## config.mk

```make
export PLATFORM = sky130hd
export DESIGN_NAME = store_narrow_unit
export DESIGN_NICKNAME = d
export VERILOG_FILES = /design/src/rtl/store_narrow_unit_pkg.sv /design/src/rtl/store_narrow_unit_lane_merge.sv /design/src/rtl/store_narrow_unit.sv
export SDC_FILE = /design/constraint.sdc
export NUM_CORES = 1
export LEC_CHECK = 0
export ABC_AREA = 0
export BUFFER_PORTS_ARGS = -buffer_cell sky130_fd_sc_hd__buf_4
export CAP_MARGIN = 10
export CORE_MARGIN = 10
export CORE_UTILIZATION = 38
export DETAILED_ROUTE_END_ITERATION = 7
export SKIP_CTS_REPAIR_TIMING = 1
export SLEW_MARGIN = 20
export SYNTH_ARGS = -nofsm -noshare
export SYNTH_HDL_FRONTEND = slang
export SYNTH_HIERARCHICAL = 1
export SYNTH_SLANG_ARGS = --single-unit
```

## constraint.sdc

```tcl
create_clock -name clk -period 9.2 [get_ports clk]
set_input_delay 0.92 -clock clk [delete_from_list [all_inputs] [get_ports clk]]
set_output_delay 0.92 -clock clk [all_outputs]
set_load 0.01 [all_outputs]
```

## src/rtl/store_narrow_unit_pkg.sv

```systemverilog
// ============================================================================
// Module : store_narrow_unit_pkg
// Brief  : Shared size encodings, FSM state encoding and lane constants for
//          the store narrowing unit.
// Rev    : 1.0 - initial release
// ============================================================================
`default_nettype none

package store_narrow_unit_pkg;

  typedef enum logic [1:0] {
    SIZE_BYTE = 2'b00,
    SIZE_HALF = 2'b01,
    SIZE_WORD = 2'b10,
    SIZE_RSVD = 2'b11
  } size_e;

  typedef enum logic [1:0] {
    ST_IDLE = 2'b00,
    ST_RD   = 2'b01,
    ST_WR   = 2'b10,
    ST_DONE = 2'b11
  } state_e;

  localparam int unsigned c_DATA_WIDTH = 32;
  localparam int unsigned c_LANE_BITS  = 8;
  localparam int unsigned c_NUM_LANES  = c_DATA_WIDTH / c_LANE_BITS;

  function automatic logic is_narrow(input logic [1:0] size);
    return (size == SIZE_BYTE) || (size == SIZE_HALF);
  endfunction

  // Reserved size behaves as a word, so it shares the word alignment rule.
  function automatic logic is_misaligned(input logic [1:0] size, input logic [1:0] addr_lo);
    if (size == SIZE_BYTE) return 1'b0;
    if (size == SIZE_HALF) return addr_lo[0];
    return addr_lo != 2'b00;
  endfunction

endpackage

`default_nettype wire

```

## src/rtl/store_narrow_unit_lane_merge.sv

```systemverilog
// ============================================================================
// Module : lane_merge
// Brief  : Combinational little-endian merge of a byte/half/word store value
//          into an existing memory word.
// Rev    : 1.0 - initial release
// ============================================================================
`default_nettype none

module lane_merge
  import store_narrow_unit_pkg::*;
(
  input  logic [31:0] i_old_word,
  input  logic [31:0] i_data,
  input  logic [1:0]  i_size,
  input  logic [1:0]  i_addr_lo,
  output logic [31:0] o_merged
);

  always_comb begin
    o_merged = i_old_word;
    case (i_size)
      SIZE_BYTE: begin
        case (i_addr_lo)
          2'd0:    o_merged[7:0]   = i_data[7:0];
          2'd1:    o_merged[15:8]  = i_data[7:0];
          2'd2:    o_merged[23:16] = i_data[7:0];
          default: o_merged[31:24] = i_data[7:0];
        endcase
      end
      // Only addr[1] picks the half lane; addr[0] is ignored here.
      SIZE_HALF: begin
        if (i_addr_lo[1]) o_merged[31:16] = i_data[15:0];
        else              o_merged[15:0]  = i_data[15:0];
      end
      default: o_merged = i_data;
    endcase
  end

endmodule

`default_nettype wire

```

## src/rtl/store_narrow_unit.sv

```systemverilog
// ============================================================================
// Module : store_narrow_unit
// Brief  : Read-modify-write store unit narrowing a 32-bit value into a byte
//          or halfword lane. Optional misalignment trap: STORE_MISALIGN_TRAP_EN.
// Rev    : 1.0 - initial release
// ============================================================================
`default_nettype none

module store_narrow_unit
  import store_narrow_unit_pkg::*;
#(
  parameter int ADDR_WIDTH = 32
) (
  input  logic                  clk,
  input  logic                  reset,
  input  logic                  req_i,
  input  logic [ADDR_WIDTH-1:0] addr_i,
  input  logic [31:0]           data_i,
  input  logic [1:0]            size_i,
  output logic                  ready_o,
  output logic                  done_o,
  output logic                  fault_o,
  output logic [ADDR_WIDTH-1:0] mem_addr_o,
  output logic                  mem_rd_o,
  output logic                  mem_wr_o,
  output logic [31:0]           mem_wdata_o,
  input  logic [31:0]           mem_rdata_i,
  input  logic                  mem_ack_i
);

  state_e                r_state;
  state_e                w_next_state;
  logic [ADDR_WIDTH-1:0] r_addr;
  logic [31:0]           r_data;
  logic [1:0]            r_size;
  logic [31:0]           r_wdata;
  logic [31:0]           w_merged;
  logic                  w_accept;
  logic                  w_trap;

  assign w_accept = (r_state == ST_IDLE) && req_i;

`ifdef STORE_MISALIGN_TRAP_EN
  logic r_fault;

  assign w_trap = is_misaligned(size_i, addr_i[1:0]);

  always_ff @(posedge clk or posedge reset) begin
    if (reset)         r_fault <= 1'b0;
    else if (w_accept) r_fault <= w_trap;
  end
`else
  assign w_trap = 1'b0;
`endif

  lane_merge u_lane_merge (
    .i_old_word (mem_rdata_i),
    .i_data     (r_data),
    .i_size     (r_size),
    .i_addr_lo  (r_addr[1:0]),
    .o_merged   (w_merged)
  );

  always_ff @(posedge clk or posedge reset) begin
    if (reset) r_state <= ST_IDLE;
    else       r_state <= w_next_state;
  end

  always_comb begin
    w_next_state = r_state;
    ready_o      = 1'b0;
    done_o       = 1'b0;
    fault_o      = 1'b0;
    mem_rd_o     = 1'b0;
    mem_wr_o     = 1'b0;
    case (r_state)
      ST_IDLE: begin
        ready_o = 1'b1;
        if (req_i) begin
          // A trapped store skips memory and uses DONE to report the fault.
          if (w_trap)                w_next_state = ST_DONE;
          else if (is_narrow(size_i)) w_next_state = ST_RD;
          else                       w_next_state = ST_WR;
        end
      end
      ST_RD: begin
        mem_rd_o = 1'b1;
        if (mem_ack_i) w_next_state = ST_WR;
      end
      ST_WR: begin
        mem_wr_o = 1'b1;
        if (mem_ack_i) w_next_state = ST_DONE;
      end
      ST_DONE: begin
`ifdef STORE_MISALIGN_TRAP_EN
        done_o  = !r_fault;
        fault_o = r_fault;
`else
        done_o  = 1'b1;
`endif
        w_next_state = ST_IDLE;
      end
      default: w_next_state = ST_IDLE;
    endcase
  end

  always_ff @(posedge clk or posedge reset) begin
    if (reset) begin
      r_addr  <= '0;
      r_data  <= '0;
      r_size  <= SIZE_BYTE;
      r_wdata <= '0;
    end else if (w_accept) begin
      r_addr  <= addr_i;
      r_data  <= data_i;
      r_size  <= size_i;
      r_wdata <= data_i;
    end else if ((r_state == ST_RD) && mem_ack_i) begin
      r_wdata <= w_merged;
    end
  end

  assign mem_addr_o  = {r_addr[ADDR_WIDTH-1:2], 2'b00};
  assign mem_wdata_o = r_wdata;

endmodule

`default_nettype wire

```

Word-level counts from Yosys, hierarchy flattened:

Index checks and enable logic that the tools add are counted.

* add/subtract/negate cells: 0
* multipliers: 0
* div/mod/pow operators: 0
* order comparisons: 0
* eq/ne operators: 10
* shifts and indexed selects: 0
* muxes and demuxes: 18
* bitwise operators: 0
* reduce and logical (&&, ||, !) cells: 10

Operator list (number)
* two-way mux 32 bit: 2
* one-hot mux 32 bit (2 select lines): 1
* two-way mux 16 bit: 2
* two-way mux 8 bit: 4
* == test 2 x 1 -> 1 bit (second input constant): 4
* logical NOT 2 bit: 4
* two-way mux 2 bit: 4
* one-hot mux 2 bit (4 select lines): 1
* == test 2 bit (second input constant): 3
* != test 2 bit (second input constant): 3
* two-way mux 1 bit: 4
* AND reduction 3 bit: 1
* OR reduction 3 bit: 1
* logical AND 1 bit: 2
* nonzero test 2 bit: 1
* logical OR 1 bit: 1

* bits in registers: 100
* latch bits: 0
* bits in writable memories: 0
* bits in read-only memories: 0
* logic and storage cells: 43
* memories: 0

Longest topological paths before layout:

* word-level depth: 6
* mapped depth: 7
* gate-level depth less buffers: 5

Hierarchy:

The synthesis kept the hierarchy.

By module, submodules not included
* store_narrow_unit: instances 1, cells each 331, area each 4360.4 sq um
* lane_merge: instances 1, cells each 110, area each 925.9 sq um

Least setup slack after synthesis:

Ideal clock, no wire load.

* path type: input -> register
* start: in req_i
* end: reg r_data[0]
* data arrival time: 1.582 ns
* slack: 7.494 ns
* cell stages on the path: 3
* cell sequence: nand2_2 -> buf_2 -> mux2_2

* word-level cells in the longest chain between the ends: 1

RTL lines
* start: declaration: RTL line store_narrow_unit.sv:16 `input logic req_i,`
* logical AND 1 bit: RTL line store_narrow_unit.sv:41 `assign w_accept = (r_state == ST_IDLE) && req_i;`
* end signal: assignment: RTL line store_narrow_unit.sv:115 `r_data <= data_i;`
* end: declaration: RTL line store_narrow_unit.sv:34 `logic [31:0] r_data;`

Every way passes these cells.
A chain may end at the register's enable or synchronous reset.

Final worst setup path:

* start: reg r_state[0]
* end: reg r_data[4]

* word-level cells in the longest chain between the ends: 2

RTL lines
* start: declaration: RTL line store_narrow_unit.sv:31 `state_e r_state;`
* start signal: assignment: RTL line store_narrow_unit.sv:66 `else r_state <= w_next_state;`
* logical NOT 2 bit: RTL line store_narrow_unit.sv:41
* logical AND 1 bit: RTL line store_narrow_unit.sv:41

Every way passes these cells.

==> run_results.csv <==
group,metric,value,unit
clock_network,numCtsBuffers,9,
critical_path,r2r_end,"r_data[4]",
drt,drc,0,
sta,post-route-period-util,28.4,%
drt,drt-pass1-iter-count,4,
floorplanning,die_h,138,um
synthesis,netlist-cell-type-count,30,
floorplanning,fp-row-count,43,
min_path,hold_path_class,"reg2reg",
synthesis,yosysMostFrequentCell,"dfrtp_1",
sta,holdWs,0.480,ns
synthesis,synthTopCellsByCount,"100 x dfrtp_1, 74 x mux2_2, 68 x mux2i_1",
critical_path,endpoint_kind,"flop",
global_route,grt_overflow_total,0,
sta,maxSlewViolCount,0,
global_route,grt_pass1_vias,4067,
finish,stdcell_count,752,
critical_path,rrSetupSlack,6.59,ns
sta,hold_violations,0,
run,drv_cap,0,
critical_path,cp_max_fo,75,
synthesis,synth_async_sr_flop_share,100,%
sta,finalSetupViolations,0,
critical_path,critPathKind,"reg2reg",
floorplanning,start_util,38.4,%
critical_path,cp-start-kind,"flop",
clock_network,cts_sinks,100,
sta,tightest_slew,1.08,ns
synthesis,synth_edf_count,0,
synthesis,yosysWarnings,6,
sta,fmax,383,MHz
drt,vias_per_cell,4.90,
sta,skew,0.00554,ns
finish,area_growth,26.6,%
run_status,status,"completed",
placement,dp_hpwl,10400,um
placement,dp.cells,736,
sta,slew_headroom,27.8,%
critical_path,endpoint,"r_data[4]",
synthesis,syn_area,0.00529,sq mm
clock_network,root_buffer,"clkbuf_16",
finish,drive_gt1_share,47.0,%
global_route,grt_antenna_before_repair,0,
critical_path,worst_ep_required_time,9.43,ns
placement,io_buffers,167,
drt,antenna_left,0,
floorplanning,die_w,138,um
global_route,grt_max_degree,77,
finish,fill_cells,1281,
floorplanning,pin_count,171,
synthesis,synth.area.top_cells,"dfrtp_1 47%, mux2_2 16%, mux2i_1 13%, buf_4 5.0%, nand2_1 3.4%",
clock_network,htreeDepth,3,
drt,drt-total-wl,14000,um
drt,wl_per_cell,18.7,um
finish,nNetsFinal,675,
min_path,hp-start,"mem_wdata_o[15]",
critical_path,r2r-start,"r_state[0]",
global_route,grt_pass1_wl,21800,um
synthesis,synth_top_flop_cell,"dfrtp_1",
power_and_ir_drop,peakVddDrop,0.154,mV
sta,fin_crit,2.61,ns
critical_path,r2r_cells,5,
critical_path,crit_start,"r_state[0]",
clock_network,clk_latency,0.34,ns
synthesis,yosysTopAreaCell,"dfrtp_1",
clock_network,cts_tree,"done",
clock_network,clk_pin_slew,0.07,ns
synthesis,avgSynthCellArea,12.0,sq um
drt,vias,3682,
global_route,track_usage,14.8,%
finish,antenna_cells,0,
power_and_ir_drop,powerDensity,353,mW/mm^2
drt,drt_iter0_drc,254,
sta,rsz0062_at_grt,"no",
synthesis,ys_seq_area_share,47.3,%
synthesis,ys_seq_elements,100,
placement,gp_congestion,0.804,
critical_path,crit_arrival,2.84,ns
floorplanning,core_area,0.0138,sq mm
synthesis,synth_top_area_share,47.3,%
clock_network,cts_buffer_depth,2,
floorplanning,die_area,0.0190,sq mm
sta,fin_setup_tns,0,ns
power_and_ir_drop,leakage,0.00336,uW
synthesis,netlist_instances,441,
-- metrics by stage --
step           utilization (%)  total power [uW]  area, sq um  setup WS [ns]
2_1_floorplan                -              1680         5290           5.66
3_3_place_gp              46.5              1990         6410           6.43
3_5_place_dp              46.5              2020         6410           6.41
4_1_cts                   48.6              2400         6690           6.60
5_1_grt                   48.6              2550         6690           6.39
6_report                  48.6              2360         6690           6.59
-- worst min-delay path by stage --
stage / endpoint / depth (start not counted)
finish: mem_wdata_o[15] / 2
global route: mem_wdata_o[14] / 2
CTS: mem_wdata_o[15] / 2
detailed placement: mem_wdata_o[24] / 2
global placement: mem_wdata_o[21] / 2
floorplan: r_data[16] / 1
-- routing by layer --
layer  part of all wire, %  vias up  global-route usage, %
li1                      -     1783                      -
met1                    40     1768                   17.0
met2                    47      119                   23.8
met3                    11       12                   6.52
met4                   1.6        0                   5.39
met5                     0        -                      0
-- logic make-up after synthesis --
logic type,Yosys count,synth area share [%]
simple gates,66,5.96
compound gates,61,8.31
buf+inv,65,8.26
fa+ha+maj,6,1.42
mux,142,28.6
flops,100,47.3
other cells,1,0.0709
-- layout by cell type, fill, tap and decap left out, drive strengths merged --
master,netlist,layout
or2,2,2
mux2i,68,68
clkinv,0,1
o22ai,1,1
conb,1,3
mux2,74,74
a221o,8,8
nor2,1,1
a22oi,1,1
buf,53,172
and2,8,8
ha,6,6
inv,6,6
clkbuf,6,15
a21o,1,1
dfrtp,100,100
nor2b,1,1
o221ai,16,16
nand2b,3,3
nand2,50,50
a21oi,2,2
o21ai,32,32
nor4b,1,1
-- critical path: stages, from the launching register on --
cell	delay, ns
dfrtp_1	0.42
inv_1	0.12
ha_1	0.29
nand2_4	0.29
buf_4	0.86
mux2_2	0.42
-- power by group --
part           internal [uW]  leakage (uW)  total (uW)  switching (uW)
logic                    618       0.00201        1150             535
clock network            206      0.000140         368             162
registers                661       0.00121         842             181
total                   1490       0.00336        2360             877
-- sequential cells by signal (all words and copies together), names as in the netlist --
signal and flops:
r_addr 32, r_data 32, r_state 2, r_size 2, mem_wdata_o 32
-- area by class of cell --
| type | count | area, sq um | area share, % |
|---|---|---|---|
| Sequential cell | 100 | 2500 | 37.4 |
| Clock buffer | 15 | 278 | 4.15 |
| Inverter | 6 | 30.0 | 0.449 |
| Clock inverter | 1 | 5.00 | 0.0748 |
| Tap cell | 180 | 225 | 3.37 |
| Timing Repair Buffer | 172 | 1290 | 19.3 |
| Multi-Input combinational cell | 278 | 2360 | 35.3 |
Note: power is estimated with default switching activity, not from simulation.
